### src/rtl/pipeline_hazard_ctrl_if.sv
// Control bundle between the 5-stage datapath and the hazard/stall controller.
// master = datapath (hazard sources), slave = pipeline_hazard_ctrl.
interface pipeline_hazard_ctrl_if;
  logic [4:0]  id_rs1;
  logic [4:0]  id_rs2;
  logic        id_use_rs1;
  logic        id_use_rs2;
  logic        ex_mem_read;
  logic [4:0]  ex_rd;
  logic        ex_redirect;
  logic        mem_req;
  logic        mem_ready;

  logic        pc_en;
  logic        if_id_en;
  logic        if_id_flush;
  logic        id_ex_en;
  logic        id_ex_flush;
  logic        ex_mem_en;
  logic [1:0]  state_o;
  logic        mem_timeout;
  logic [31:0] stall_cnt;
  logic [31:0] flush_cnt;

  modport master (
    output id_rs1, id_rs2, id_use_rs1, id_use_rs2, ex_mem_read, ex_rd,
           ex_redirect, mem_req, mem_ready,
    input  pc_en, if_id_en, if_id_flush, id_ex_en, id_ex_flush, ex_mem_en,
           state_o, mem_timeout, stall_cnt, flush_cnt
  );

  modport slave (
    input  id_rs1, id_rs2, id_use_rs1, id_use_rs2, ex_mem_read, ex_rd,
           ex_redirect, mem_req, mem_ready,
    output pc_en, if_id_en, if_id_flush, id_ex_en, id_ex_flush, ex_mem_en,
           state_o, mem_timeout, stall_cnt, flush_cnt
  );
endinterface

### src/rtl/pipeline_hazard_ctrl.sv
// Pipeline enable/flush control: load-use bubbles, EX redirects, memory freeze
// and a memory-timeout watchdog. Define HAZARD_PERF_CNT_EN to add stall/flush counters.
module pipeline_hazard_ctrl #(
  parameter int unsigned MEM_TIMEOUT = 255,
  parameter int unsigned WAIT_W      = 8
) (
  input  logic                 clk,
  input  logic                 reset,
  pipeline_hazard_ctrl_if.slave hz
);

  typedef enum logic [1:0] {
    ST_RUN  = 2'd0,
    ST_WAIT = 2'd1,
    ST_HALT = 2'd2
  } state_t;

  localparam logic [WAIT_W-1:0] WAIT_LAST = WAIT_W'(MEM_TIMEOUT - 1);
  localparam logic [WAIT_W-1:0] WAIT_ONE  = WAIT_W'(1);

  state_t            state;
  logic [WAIT_W-1:0] wait_cnt;
  logic              timeout_q;

  logic freeze;
  logic rs1_hit;
  logic rs2_hit;
  logic lu_hazard;
  logic active;
  logic run_en;
  logic svc_redirect;
  logic svc_hazard;

  always_comb begin
    freeze    = hz.mem_req & ~hz.mem_ready;
    rs1_hit   = hz.id_use_rs1 & (hz.id_rs1 == hz.ex_rd);
    rs2_hit   = hz.id_use_rs2 & (hz.id_rs2 == hz.ex_rd);
    lu_hazard = hz.ex_mem_read & (hz.ex_rd != 5'd0) & (rs1_hit | rs2_hit);
  end

  // Priority: reset/HALT > freeze > redirect > load-use > free-running.
  always_comb begin
    active       = ~reset & (state != ST_HALT);
    run_en       = active & ~freeze;
    svc_redirect = run_en & hz.ex_redirect;
    svc_hazard   = run_en & ~hz.ex_redirect & lu_hazard;

    hz.pc_en       = run_en & ~svc_hazard;
    hz.if_id_en    = run_en & ~svc_hazard;
    hz.if_id_flush = svc_redirect;
    hz.id_ex_en    = run_en;
    hz.id_ex_flush = svc_redirect | svc_hazard;
    hz.ex_mem_en   = run_en;
  end

  always_ff @(posedge clk) begin
    if (reset) begin
      state     <= ST_RUN;
      wait_cnt  <= '0;
      timeout_q <= 1'b0;
    end else begin
      unique case (state)
        ST_RUN: begin
          if (freeze) begin
            wait_cnt <= WAIT_ONE;
            // A timeout of one cycle halts straight from RUN.
            if (MEM_TIMEOUT == 1) begin
              state     <= ST_HALT;
              timeout_q <= 1'b1;
            end else begin
              state <= ST_WAIT;
            end
          end else begin
            wait_cnt <= '0;
          end
        end
        ST_WAIT: begin
          if (freeze) begin
            wait_cnt <= wait_cnt + WAIT_ONE;
            if (wait_cnt == WAIT_LAST) begin
              state     <= ST_HALT;
              timeout_q <= 1'b1;
            end
          end else begin
            state    <= ST_RUN;
            wait_cnt <= '0;
          end
        end
        ST_HALT: begin
          if (!freeze) begin
            wait_cnt <= '0;
          end
        end
        default: begin
          state    <= ST_RUN;
          wait_cnt <= '0;
        end
      endcase
    end
  end

  assign hz.state_o     = reset ? 2'd0 : 2'(state);
  assign hz.mem_timeout = ~reset & timeout_q;

`ifdef HAZARD_PERF_CNT_EN
  logic [31:0] stall_q;
  logic [31:0] flush_q;

  always_ff @(posedge clk) begin
    if (reset) begin
      stall_q <= '0;
      flush_q <= '0;
    end else begin
      if ((active & freeze) | svc_hazard) begin
        stall_q <= stall_q + 32'd1;
      end
      if (svc_redirect) begin
        flush_q <= flush_q + 32'd1;
      end
    end
  end

  assign hz.stall_cnt = reset ? '0 : stall_q;
  assign hz.flush_cnt = reset ? '0 : flush_q;
`else
  assign hz.stall_cnt = '0;
  assign hz.flush_cnt = '0;
`endif

endmodule

### src/flat_wrapper.sv
// flat-port wrapper written by rule: the top's interface ports become plain ports
module pipeline_hazard_ctrl_flat 
#(
  parameter int unsigned MEM_TIMEOUT = 255,
  parameter int unsigned WAIT_W      = 8
)
  (clk, reset, hz_id_rs1, hz_id_rs2, hz_id_use_rs1, hz_id_use_rs2, hz_ex_mem_read, hz_ex_rd, hz_ex_redirect, hz_mem_req, hz_mem_ready, hz_pc_en, hz_if_id_en, hz_if_id_flush, hz_id_ex_en, hz_id_ex_flush, hz_ex_mem_en, hz_state_o, hz_mem_timeout, hz_stall_cnt, hz_flush_cnt);
  pipeline_hazard_ctrl_if hz_i ();
  input  logic clk;
  input  logic reset;
  input wire logic [$bits(hz_i.id_rs1)-1:0] hz_id_rs1;
  input wire logic [$bits(hz_i.id_rs2)-1:0] hz_id_rs2;
  input wire logic [$bits(hz_i.id_use_rs1)-1:0] hz_id_use_rs1;
  input wire logic [$bits(hz_i.id_use_rs2)-1:0] hz_id_use_rs2;
  input wire logic [$bits(hz_i.ex_mem_read)-1:0] hz_ex_mem_read;
  input wire logic [$bits(hz_i.ex_rd)-1:0] hz_ex_rd;
  input wire logic [$bits(hz_i.ex_redirect)-1:0] hz_ex_redirect;
  input wire logic [$bits(hz_i.mem_req)-1:0] hz_mem_req;
  input wire logic [$bits(hz_i.mem_ready)-1:0] hz_mem_ready;
  output wire logic [$bits(hz_i.pc_en)-1:0] hz_pc_en;
  output wire logic [$bits(hz_i.if_id_en)-1:0] hz_if_id_en;
  output wire logic [$bits(hz_i.if_id_flush)-1:0] hz_if_id_flush;
  output wire logic [$bits(hz_i.id_ex_en)-1:0] hz_id_ex_en;
  output wire logic [$bits(hz_i.id_ex_flush)-1:0] hz_id_ex_flush;
  output wire logic [$bits(hz_i.ex_mem_en)-1:0] hz_ex_mem_en;
  output wire logic [$bits(hz_i.state_o)-1:0] hz_state_o;
  output wire logic [$bits(hz_i.mem_timeout)-1:0] hz_mem_timeout;
  output wire logic [$bits(hz_i.stall_cnt)-1:0] hz_stall_cnt;
  output wire logic [$bits(hz_i.flush_cnt)-1:0] hz_flush_cnt;
  assign hz_i.id_rs1 = hz_id_rs1;
  assign hz_i.id_rs2 = hz_id_rs2;
  assign hz_i.id_use_rs1 = hz_id_use_rs1;
  assign hz_i.id_use_rs2 = hz_id_use_rs2;
  assign hz_i.ex_mem_read = hz_ex_mem_read;
  assign hz_i.ex_rd = hz_ex_rd;
  assign hz_i.ex_redirect = hz_ex_redirect;
  assign hz_i.mem_req = hz_mem_req;
  assign hz_i.mem_ready = hz_mem_ready;
  assign hz_pc_en = hz_i.pc_en;
  assign hz_if_id_en = hz_i.if_id_en;
  assign hz_if_id_flush = hz_i.if_id_flush;
  assign hz_id_ex_en = hz_i.id_ex_en;
  assign hz_id_ex_flush = hz_i.id_ex_flush;
  assign hz_ex_mem_en = hz_i.ex_mem_en;
  assign hz_state_o = hz_i.state_o;
  assign hz_mem_timeout = hz_i.mem_timeout;
  assign hz_stall_cnt = hz_i.stall_cnt;
  assign hz_flush_cnt = hz_i.flush_cnt;
  pipeline_hazard_ctrl #(.MEM_TIMEOUT(MEM_TIMEOUT), .WAIT_W(WAIT_W)) u_core (.clk(clk), .reset(reset), .hz(hz_i));
endmodule
### config.mk
export PLATFORM = sky130hd
export DESIGN_NAME = pipeline_hazard_ctrl_flat
export DESIGN_NICKNAME = d
export VERILOG_FILES = /design/src/rtl/pipeline_hazard_ctrl_if.sv /design/src/rtl/pipeline_hazard_ctrl.sv /design/src/flat_wrapper.sv
export SDC_FILE = /design/constraint.sdc
export NUM_CORES = 1
export LEC_CHECK = 0
export ABC_AREA = 0
export CORE_MARGIN = 2
export CORE_UTILIZATION = 55
export CTS_BUF_LIST = sky130_fd_sc_hd__clkbuf_16
export DETAILED_ROUTE_END_ITERATION = 8
export DONT_BUFFER_PORTS = 1
export PLACE_DENSITY = 0.77
export SETUP_SLACK_MARGIN = 0.05
export SLEW_MARGIN = 20
export SYNTH_ARGS = -nofsm -noshare
export SYNTH_HDL_FRONTEND = slang
export SYNTH_SLANG_ARGS = --single-unit
export TNS_END_PERCENT = 30
### constraint.sdc
create_clock -name clk -period 1.8 [get_ports clk]
set_input_delay 0.27 -clock clk [delete_from_list [all_inputs] [get_ports clk]]
set_output_delay 0.27 -clock clk [all_outputs]
set_load 0.05 [all_outputs]
### Word level (Yosys, flattened, before mapping)

Cells that the tools add are included.

* $add $sub $neg: 1
* equal/unequal tests: 9
* muxes and demuxes: 9
* bitwise gates (word level): 20
* reductions and logical operators: 4

Operator list (count)
* 8-bit one-hot mux with 3 select lines: 1
* 8-bit 2-to-1 mux: 2
* 1-bit bitwise AND: 12
* 5-bit == test: 2
* 8-bit by 1-bit adder with 8-bit output (second input constant): 1
* 8-bit == test (second input constant): 1
* 2-bit 2-to-1 mux: 4
* 1-bit inverter: 6
* 2-bit one-hot mux with 3 select lines: 1
* 3-bit AND reduction: 2
* 5-bit nonzero test: 1
* 2-bit inequality test (second input constant): 2
* 3-bit inequality test (second input constant): 1
* 2-bit by 1-bit == test with 1-bit output (second input constant): 1
* 2-bit == test (second input constant): 1
* 2-bit logical NOT: 1
* 2-bit by 1-bit inequality test with 1-bit output (second input constant): 1
* 1-bit OR: 2
* 1-bit 2-to-1 mux: 1

* register bits after elaboration: 11
* bits of input ports: 23
* output and inout bits: 73
* logic and storage cells: 46

### Longest topological paths before layout

Gate-level depths: netlist of run 1.

* word-level depth: 8
* gate-level depth with buffers: 6
* gate-level depth less buffers: 6

### Worst setup path before layout of run 1

No wires, ideal clock.

* path type: register to output
* start point: register u_core.state[0]
* end point: output hz_id_ex_flush
* data arrival time: 2.775 ns
* data required time: 1.530 ns
* slack: -1.245 ns
* stages on the path, launching flop included: 5
* path buffers: 0
* cell sequence: dfxtp_1 -> nor2b_1 -> nor3_1 -> and2_1 -> o21bai_1

* elaborated cells between the ends (all ways): 7
* those cells by class: 1 x eq/ne; 6 x bitwise

RTL lines
* start, declared: line pipeline_hazard_ctrl.sv:21 `state_t state;`
* start signal, assigned: line pipeline_hazard_ctrl.sv:58 `state <= ST_RUN;`
* start signal, assigned: line pipeline_hazard_ctrl.sv:68 `state <= ST_HALT;`
* start signal, assigned: line pipeline_hazard_ctrl.sv:71 `state <= ST_WAIT;`
* 2-bit inequality test: line pipeline_hazard_ctrl.sv:43 `active = ~reset & (state != ST_HALT);`
* 1-bit bitwise AND: line pipeline_hazard_ctrl.sv:43
* 1-bit bitwise AND: line pipeline_hazard_ctrl.sv:44 `run_en = active & ~freeze;`
* via hz_ex_mem_en: line flat_wrapper.sv:25 `output wire logic [$bits(hz_i.ex_mem_en)-1:0] hz_ex_mem_en;`
* 1-bit bitwise AND: line pipeline_hazard_ctrl.sv:45 `svc_redirect = run_en & hz.ex_redirect;`
* via hz_if_id_flush: line flat_wrapper.sv:22 `output wire logic [$bits(hz_i.if_id_flush)-1:0] hz_if_id_flush;`
* 1-bit OR: line pipeline_hazard_ctrl.sv:52 `hz.id_ex_flush = svc_redirect | svc_hazard;`
* end, declared: line flat_wrapper.sv:24 `output wire logic [$bits(hz_i.id_ex_flush)-1:0] hz_id_ex_flush;`

The timed path passes the listed nets, and every way through them passes these cells.

### Final worst setup path of run 1

* start point: register u_core.state[1]
* end point: output hz_id_ex_flush

* longest elaborated chain between the ends: 6
* elaborated cells between the ends (all ways): 7
* those cells by class: 1 x eq/ne; 6 x bitwise

Ends and longest elaborated chain
* 2-bit inequality test *: line pipeline_hazard_ctrl.sv:43
* 1-bit bitwise AND *: line pipeline_hazard_ctrl.sv:43
* 1-bit bitwise AND *: line pipeline_hazard_ctrl.sv:44
* 1-bit bitwise AND (2 in a row): line pipeline_hazard_ctrl.sv:46 `svc_hazard = run_en & ~hz.ex_redirect & lu_hazard;`
* 1-bit OR *: line pipeline_hazard_ctrl.sv:52

Every way passes the cells marked *; elsewhere a longest branch is shown, timed or not.

==> results of run 1 <==
==> final cells by class <==
class | instances | area (um2)
Clock buffer | 3 | 75.1
Clock inverter | 1 | 5.00
Fill cell | 211 | 982
Inverter | 2 | 7.51
Multi-Input combinational cell | 137 | 792
Sequential cell | 11 | 228
Tap cell | 28 | 35.0
Timing Repair Buffer | 6 | 45.0
==> stage by stage <==
step	total power [mW]	setup TNS, ns	hold slack [ns]	area [um2]	cells
3_3_place_gp	0.628	0	0.335	1080	183
2_1_floorplan	0.735	-0.126	0.352	1510	218
3_5_place_dp	0.629	0	0.338	1080	183
5_1_grt	1.08	-0.0294	0.0725	1190	188
6_report	1.04	0	0.0892	1190	188
4_1_cts	1.04	-0.0308	0.0829	1170	188
==> Yosys cell counts, types with 3 or more instances <==
cell type,instances
a31oi_1,3
nor2b_1,4
xor2_1,8
a21oi_1,6
nor3_1,3
o21ai_1,3
buf_4,66
nand2_1,4
nor2_1,9
o21ai_0,3
dfxtp_1,11
nand3_1,3
==> worst max path at each step <==
stage,slack (ns),cells after the start,end,start
6_report,0.002,3,hz_id_ex_flush,u_core.state[1]
5_1_grt,-0.03,3,hz_id_ex_flush,u_core.state[1]
4_1_cts,-0.03,3,hz_id_ex_flush,u_core.state[1]
3_5_place_dp,0.10,4,hz_pc_en,hz_ex_rd[3]
3_3_place_gp,0.13,4,hz_pc_en,hz_ex_rd[3]
2_1_floorplan,-0.08,4,hz_id_ex_flush,u_core.state[1]
==> layer usage <==
metal | up-vias | share of wire [%] | GRT usage, % | wire length (um)
li1 | 405 | - | - | -
met1 | 401 | 39 | 15.7 | 766
met2 | 58 | 50 | 24.0 | 989
met3 | 2 | 11 | 7.60 | 210
met4 | 0 | 0.20 | 4.82 | 4
met5 | - | 0 | 0 | 0
==> flip-flops by register name (all words and copies together), names as in the netlist <==
| signal | flops |
|---|---|
| u_core.state | 2 |
| u_core.timeout_q | 1 |
| u_core.wait_cnt | 8 |
==> worst max-delay path, stage by stage, from the launching register on <==
cell      delay (ns)
dfxtp_4         0.33
nor2b_4         0.13
or4_4           0.49
o21bai_4        0.33
==> where the power goes <==
group	switching, mW	leakage [nW]	internal, mW
Sequential	0.00323	0.0904	0.244
Combinational	0.350	0.391	0.0341
Clock	0.114	0.0409	0.294
Total	0.467	0.523	0.573
==> kinds of logic after synthesis <==
group,count (synthesis),share of synthesized area [%]
compound gates,24,12.5
xor+xnor,10,7.14
fa+ha+maj,2,2.04
buf+inv,70,41.6
flops,11,17.9
other cells,1,0.306
simple gates,37,18.4
==> what timing repair did <==
action | 4_1_cts | 5_1_grt
buffers inserted | 1 | 0
cloned | 0 | 0
gates resized for setup | 3 | 2
pin swaps | 1 | 1
setup endpoints to repair | 1 | 3
==> flow_metrics.env, run 1 <==
export IMPL_min_period_ns=1.80
export IMPL_rr_endpoint="u_core.wait_cnt[4]"
export IMPL_path_clk_slew_ns=0.04
export IMPL_arrival_ns=1.53
export IMPL_wl_per_cell_um=10.5
export IMPL_vias_per_cell=4.61
export IMPL_clock_latency_ns=0.24
export IMPL_fin_skew_ns=0.000973
export IMPL_cts_hold_buf=0
export IMPL_worstHoldStart="reset"
export IMPL_whs_path_depth=1
export IMPL_rsz0062_at_grt="yes"
export IMPL_grt_overflow=0
export IMPL_crit_type="reg2out"
export IMPL_ir_drop_v=0.00106
export IMPL_cts_root_buffer="clkbuf_16"
export IMPL_synthArstFlopShare_pct=0
export IMPL_grt_pass1_wl_um=2850
export IMPL_fin_util_pct=54.7
export IMPL_fmax_mhz=556
export IMPL_path_max_fanout=3
export IMPL_finalCritPeriodShare_pct=99.9
export IMPL_rows=17
export IMPL_avgSynthCellArea_um2=7.92
export IMPL_dp_slack_ns=0.104
export IMPL_synth_warnings=0
export IMPL_yosysSeqAreaShare_pct=17.9
export IMPL_netlist_cell_type_count=33
export IMPL_synth_seq_cells=11
export IMPL_n_antenna_cell=0
export IMPL_htreeDepth=1
export IMPL_portBuffers=0
export IMPL_final_common_cell="conb_1"
export IMPL_reg2reg_depth=4
export IMPL_core_area_mm2=0.00217
export IMPL_cts_tree="yes"
export IMPL_drt_iter0_drc=8
export IMPL_grt_pass1_vias=675
export IMPL_synth_main_ff_cell="dfxtp_1"
export IMPL_r2r_start="u_core.state[1]"
export IMPL_syn2layout_area_growth_pct=-3.26
export IMPL_drive_gt1_share_pct=13.8
export IMPL_cts_sinks=11
export IMPL_setup_violations=0
export IMPL_synth_edf_count=0
export IMPL_antenna_left=0
export IMPL_layout_setup_ws_ns=0.00153
export IMPL_die_w_um=51.2
export IMPL_dpl_hpwl_um=1550
export IMPL_start_kind="flip-flop"
export IMPL_rrSetupSlack_ns=0.31
export IMPL_crit_path_end_kind="output port"
export IMPL_grt_max_degree=17
export IMPL_totalWireLength_um=1970
export IMPL_crit_required_ns=1.53
export IMPL_synth_area_leaders="buf_4 (40%), dfxtp_1 (18%), xor2_1 (5.7%), nor2_1 (2.8%), a21oi_1 (2.4%)"
export IMPL_io_pins=96
export IMPL_hold_viol=0
export IMPL_cts_buffers=3
export IMPL_vias=866
export IMPL_power_leakage_nw=0.523
export IMPL_status="finished clean"
export IMPL_netlist_area_mm2=0.00123
export IMPL_finalMaxSlewViolations=0
export IMPL_final_cell_mix="conb_1 (64), nor2_1 (9), dfxtp_1 (9)"
export IMPL_dieArea_mm2=0.00263
export IMPL_drc_errors=0
export IMPL_gp_congestion=0.774
export IMPL_hold_path_class="in2reg"
export IMPL_nNetsFinal=186
export IMPL_synth_top_area_share_pct=40.4
export IMPL_grt_usage_pct=14.4
export IMPL_power_density_mw_per_mm2=875
export IMPL_antenna_found_initial=0
export IMPL_cts_buffer_depth=2
export IMPL_syn_inst=155
export IMPL_synth_top_cell_by_area="buf_4"
export IMPL_start_util_pct=56.6
export IMPL_min_to="u_core.state[1]"
export IMPL_die_height_um=51.2
export IMPL_maxCapViolCount=0
export IMPL_dr_pass1_iters=4
Power figures use the tool's default switching activity.
==> inputs of run 2 (changes only) <==
--- a/config.mk
+++ b/config.mk
@@ -6,6 +6,7 @@
 export NUM_CORES = 1
 export LEC_CHECK = 0
 export ABC_AREA = 0
+export CAP_MARGIN = 10
 export CORE_MARGIN = 2
 export CORE_UTILIZATION = 55
 export CTS_BUF_LIST = sky130_fd_sc_hd__clkbuf_16
==> constraint.sdc (replaced) <==
create_clock -name clk -period 2.1 [get_ports clk]
set_input_delay 0.315 -clock clk [delete_from_list [all_inputs] [get_ports clk]]
set_output_delay 0.315 -clock clk [all_outputs]
set_load 0.05 [all_outputs]
==> flow_metrics.env, run 2 (synthesis gave the netlist of run 1 again) <==
export IMPL_antenna_left=0
export IMPL_maxCapViolCount=0
export IMPL_gp_congestion=0.765
export IMPL_fin_tns_setup_ns=0
export IMPL_syn2layout_area_growth_pct=-5.50
export IMPL_htreeDepth=1
export IMPL_reg_top3="u_core.wait_cnt: 8 flops, u_core.state: 2 flops, u_core.timeout_q: 1 flops"
export IMPL_crit_path_end_kind="output port"
export IMPL_regMostFlops="u_core.wait_cnt"
export IMPL_cts_sinks=11
export IMPL_dr_pass1_iters=4
export IMPL_placed_area_mm2=0.00108
export IMPL_hold_viol=0
export IMPL_antenna_found_initial=0
export IMPL_die_w_um=51.2
export IMPL_power_density_mw_per_mm2=759
export IMPL_fmax_mhz=520
export IMPL_setup_violations=0
export IMPL_layout_setup_ws_ns=0.177
export IMPL_io_pins=96
export IMPL_rsz0062_at_grt="no"
export IMPL_nFillCells=213
export IMPL_drt_iter0_drc=6
export IMPL_grt_usage_pct=15.8
export IMPL_path_max_fanout=7
export IMPL_totalWireLength_um=2070
export IMPL_drc_errors=0
export IMPL_rrSetupSlack_ns=0.69
export IMPL_slowest_stage="or4_1"
export IMPL_final_common_cell="conb_1"
export IMPL_placedCellCount=185
export IMPL_cts_buffers=3
export IMPL_nNetsFinal=187
export IMPL_wl_per_cell_um=11.0
export IMPL_start_kind="flip-flop"
export IMPL_grt_max_degree=17
export IMPL_largest_reg_flops=8
export IMPL_ir_drop_v=0.000424
export IMPL_core_area_mm2=0.00217
export IMPL_use_met2_pct=31.4
export IMPL_worst_path_dominant_cell_family="simple AND/OR/NAND/NOR gates"
export IMPL_arrival_ns=1.61
export IMPL_n_antenna_cell=0
export IMPL_finalCritPeriodShare_pct=91.6
export IMPL_slowest_delay_ns=0.49
export IMPL_hold_path_class="in2reg"
export IMPL_use_met1_pct=15.4
export IMPL_rows=17
export IMPL_grt_overflow=0
export IMPL_grt_busiest_layer="met2"
export IMPL_start_util_pct=56.6
export IMPL_crit_chain="nor2b_2 > or4_1 > o21bai_2 > buf_4"
export IMPL_dieArea_mm2=0.00263
export IMPL_crit_path_start="u_core.state[1]"
export IMPL_fin_skew_ns=0.00162
export IMPL_portBuffers=0
export IMPL_grt_pass1_vias=795
export IMPL_worstHoldStart="reset"
export IMPL_min_period_ns=1.92
export IMPL_final_cell_mix="conb_1 (64), dfxtp_1 (10), nor2_1 (9)"
export IMPL_path_clk_slew_ns=0.04
export IMPL_fin_util_pct=53.5
export IMPL_vias_per_cell=4.56
export IMPL_met3_usage_pct=3.22
export IMPL_die_height_um=51.2
export IMPL_instances_no_fill=189
export IMPL_clock_latency_ns=0.23
export IMPL_dpl_hpwl_um=1690
export IMPL_dp_slack_ns=0.344
export IMPL_crit_type="reg2out"
export IMPL_drive_gt1_share_pct=10.6
export IMPL_power_leakage_nw=0.515
export IMPL_finalInstanceArea_mm2=0.00116
export IMPL_vias=861
export IMPL_critPathBufInv=1
export IMPL_grt_pass1_wl_um=3180
export IMPL_crit_required_ns=1.78
export IMPL_whs_path_depth=1
export IMPL_finalMaxSlewViolations=0
export IMPL_worst_hold_slack_ns=0.150
export IMPL_worst_path_stages=4
export IMPL_status="finished clean"
export IMPL_cts_buffer_depth=2
export IMPL_r2r_start="u_core.wait_cnt[1]"
export IMPL_finalPower_mw=0.880
export IMPL_reg2reg_depth=4
export IMPL_cts_root_buffer="clkbuf_16"
export IMPL_cts_tree="yes"
-- run 2: cell count changes in the layout (fill, tap and decap cells not counted), sizes merged --
cell / previous run / this run
clkinv: 1 / 0
inv: 2 / 3
buf: 6 / 7
-- run 2: timing repair --
item                                    CTS  global route
hold buffers                              0             0
buffers inserted                          0             0
resized for setup                         0             2
endpoints found under the setup margin    0             1
-- run 2: worst paths after layout --
| kind | to |
|---|---|
| max | hz_id_ex_flush |
| min | u_core.wait_cnt[2] |
| max reg2reg | u_core.wait_cnt[4] |
| min reg2reg | u_core.timeout_q |
-- run 2: per-layer routing --
layer	up-vias	share of wire, %	wire, um
li1	408	-	-
met1	397	34	697
met2	54	57	1180
met3	2	8.5	176
met4	0	0.82	17
met5	-	0	0
-- run 2: area by class of cell --
cell class | count | area, um2 | area share [%]
Multi-Input combinational cell | 137 | 752 | 64.8
Sequential cell | 11 | 221 | 19.1
Clock buffer | 3 | 75.1 | 6.47
Timing Repair Buffer | 7 | 65.1 | 5.61
Tap cell | 28 | 35.0 | 3.02
Inverter | 2 | 7.51 | 0.647
Clock inverter | 1 | 3.75 | 0.324
-- run 2: power breakdown --
group / switching, mW / internal (mW) / leakage, nW
clock network: 0.0888 / 0.250 / 0.0423
logic: 0.296 / 0.0314 / 0.384
registers: 0.00242 / 0.211 / 0.0893
total: 0.388 / 0.492 / 0.515
==> inputs of run 3 (changes only) <==
--- a/config.mk
+++ b/config.mk
@@ -8,11 +8,11 @@
 export ABC_AREA = 0
 export CAP_MARGIN = 10
 export CORE_MARGIN = 2
-export CORE_UTILIZATION = 55
+export CORE_UTILIZATION = 65
 export CTS_BUF_LIST = sky130_fd_sc_hd__clkbuf_16
 export DETAILED_ROUTE_END_ITERATION = 8
 export DONT_BUFFER_PORTS = 1
-export PLACE_DENSITY = 0.77
+export PLACE_DENSITY = 0.88
 export SETUP_SLACK_MARGIN = 0.05
 export SLEW_MARGIN = 20
 export SYNTH_ARGS = -nofsm -noshare
==> flow_metrics.env, run 3 (synthesis gave the netlist of run 1 again) <==
export IMPL_status="finished clean"
export IMPL_placedCellCount=183
export IMPL_internal_power_mw=0.494
export IMPL_rrSetupSlack_ns=0.67
export IMPL_worst_path_dominant_cell_family="simple AND/OR/NAND/NOR gates"
export IMPL_maxCapViolCount=0
export IMPL_cts_buffers=3
export IMPL_slowest_delay_ns=0.42
export IMPL_dieArea_mm2=0.00225
export IMPL_cts_buffer_depth=2
export IMPL_placed_area_mm2=0.00108
export IMPL_antenna_found_initial=0
export IMPL_wl_per_cell_um=11.2
export IMPL_core_area_mm2=0.00175
export IMPL_ir_drop_v=0.000577
export IMPL_finalMaxSlewViolations=0
export IMPL_reg_top3="u_core.wait_cnt: 8 flops, u_core.state: 2 flops, u_core.timeout_q: 1 flops"
export IMPL_power_density_mw_per_mm2=759
export IMPL_critPathBufInv=1
export IMPL_r2r_start="u_core.wait_cnt[1]"
export IMPL_cts_sinks=11
export IMPL_crit_type="reg2out"
export IMPL_hold_viol=0
export IMPL_start_util_pct=70.3
export IMPL_power_leakage_nw=0.520
export IMPL_gp_congestion=0.815
export IMPL_fin_skew_ns=0.00358
export IMPL_crit_required_ns=1.78
export IMPL_instances_no_fill=187
export IMPL_clock_latency_ns=0.24
export IMPL_finalInstanceArea_mm2=0.00116
export IMPL_fin_tns_setup_ns=0
export IMPL_cts_root_buffer="clkbuf_16"
export IMPL_antenna_left=0
export IMPL_min_to="u_core.wait_cnt[6]"
export IMPL_swShare_pct=43.9
export IMPL_grt_pass1_vias=758
export IMPL_crit_path_end_kind="output port"
export IMPL_post_cts_buffers=0
export IMPL_path_max_fanout=7
export IMPL_start_kind="flip-flop"
export IMPL_rsz0062_at_grt="no"
export IMPL_htreeDepth=1
export IMPL_dpl_hpwl_um=1700
export IMPL_min_period_ns=1.94
export IMPL_crit_chain="nor2b_1 > nor3_4 > and2_2 > o21bai_2 > buf_4"
export IMPL_drc_errors=0
export IMPL_dr_pass1_iters=4
export IMPL_cts_hold_buf=0
export IMPL_worstHoldStart="reset"
export IMPL_cts_resized=0
export IMPL_portBuffers=0
export IMPL_final_common_cell="conb_1"
export IMPL_vias_per_cell=4.67
export IMPL_grt_overflow=0
export IMPL_grt_pass1_wl_um=3230
export IMPL_finalPower_mw=0.881
export IMPL_drive_gt1_share_pct=10.5
export IMPL_seqPwrFrac_pct=24.3
export IMPL_rr_endpoint="u_core.wait_cnt[4]"
export IMPL_vias=874
export IMPL_final_cell_mix="conb_1 (64), dfxtp_1 (10), nor2_1 (9)"
export IMPL_reg2reg_depth=4
export IMPL_largest_reg_flops=8
export IMPL_p_clk_share_pct=38.2
export IMPL_path_clk_slew_ns=0.04
export IMPL_rows=15
export IMPL_syn2layout_area_growth_pct=-5.40
export IMPL_io_pins=96
export IMPL_grt_max_degree=17
export IMPL_fmax_mhz=516
export IMPL_arrival_ns=1.62
export IMPL_drt_iter0_drc=18
export IMPL_die_w_um=47.5
export IMPL_whs_path_depth=1
export IMPL_regMostFlops="u_core.wait_cnt"
export IMPL_nFillCells=165
export IMPL_power_switching_mw=0.387
export IMPL_grt_usage_pct=20.3
export IMPL_combPwrFrac_pct=37.6
export IMPL_totalWireLength_um=2090
export IMPL_setup_violations=0
export IMPL_hold_path_class="in2reg"
export IMPL_die_height_um=47.5
export IMPL_nNetsFinal=188
export IMPL_slowest_stage="dfxtp_1"
export IMPL_cts_tree="yes"
export IMPL_finalCritPeriodShare_pct=92.3
export IMPL_n_antenna_cell=0
[run 3: worst max-delay path by stage]
stage	from	to	slack, ns	cells past startpoint
6_report	u_core.state[1]	hz_id_ex_flush	0.16	5
5_1_grt	u_core.state[1]	hz_id_ex_flush	0.07	5
4_1_cts	u_core.state[0]	hz_id_ex_flush	0.12	4
3_5_place_dp	hz_ex_rd[3]	hz_pc_en	0.36	5
3_3_place_gp	hz_ex_rd[3]	hz_pc_en	0.39	5
2_1_floorplan	u_core.state[0]	hz_pc_en	-0.07	4
[run 3: power by group through the flow]
stage / clock, mW / combinational, mW / sequential (mW)
floorplan: 0 / 0.408 / 0.217
global placement: 0 / 0.325 / 0.217
detailed placement: 0 / 0.328 / 0.217
CTS: 0.341 / 0.328 / 0.214
global route: 0.353 / 0.346 / 0.214
finish: 0.336 / 0.331 / 0.214
[run 3: worst register-to-register path, cell delays in order (launching register included)]
cell	delay, ns
dfxtp_1	0.38
ha_1	0.23
nand2_1	0.11
or4b_1	0.48
a21oi_1	0.16
[run 3: layer usage]
metal / up-vias / part of all wire (%) / GRT usage, %
li1: 410 / - / -
met1: 406 / 35 / 23.3
met2: 52 / 54 / 35.9
met3: 6 / 9.0 / 5.28
met4: 0 / 2.0 / 7.78
met5: - / 0 / 0
[run 3: cell type report]
class	count	area [um2]	area share [%]
inverters	2	7.51	0.647
clock inverters	1	3.75	0.323
clock buffers	3	75.1	6.47
flip-flops and latches	11	221	19.1
well taps	25	31.3	2.69
multi-input cells	137	749	64.5
repair buffers	8	72.6	6.25
[run 3: through the flow]
| stage | hold slack, ns | setup slack, ns | utilization [%] |
|---|---|---|---|
| finish | 0.147 | 0.162 | 66.5 |
| detailed placement | 0.388 | 0.360 | 61.9 |
| floorplan | 0.403 | -0.0666 | - |
| global route | 0.146 | 0.0683 | 66.5 |
| global placement | 0.386 | 0.395 | 61.9 |
| CTS | 0.145 | 0.123 | 66.5 |
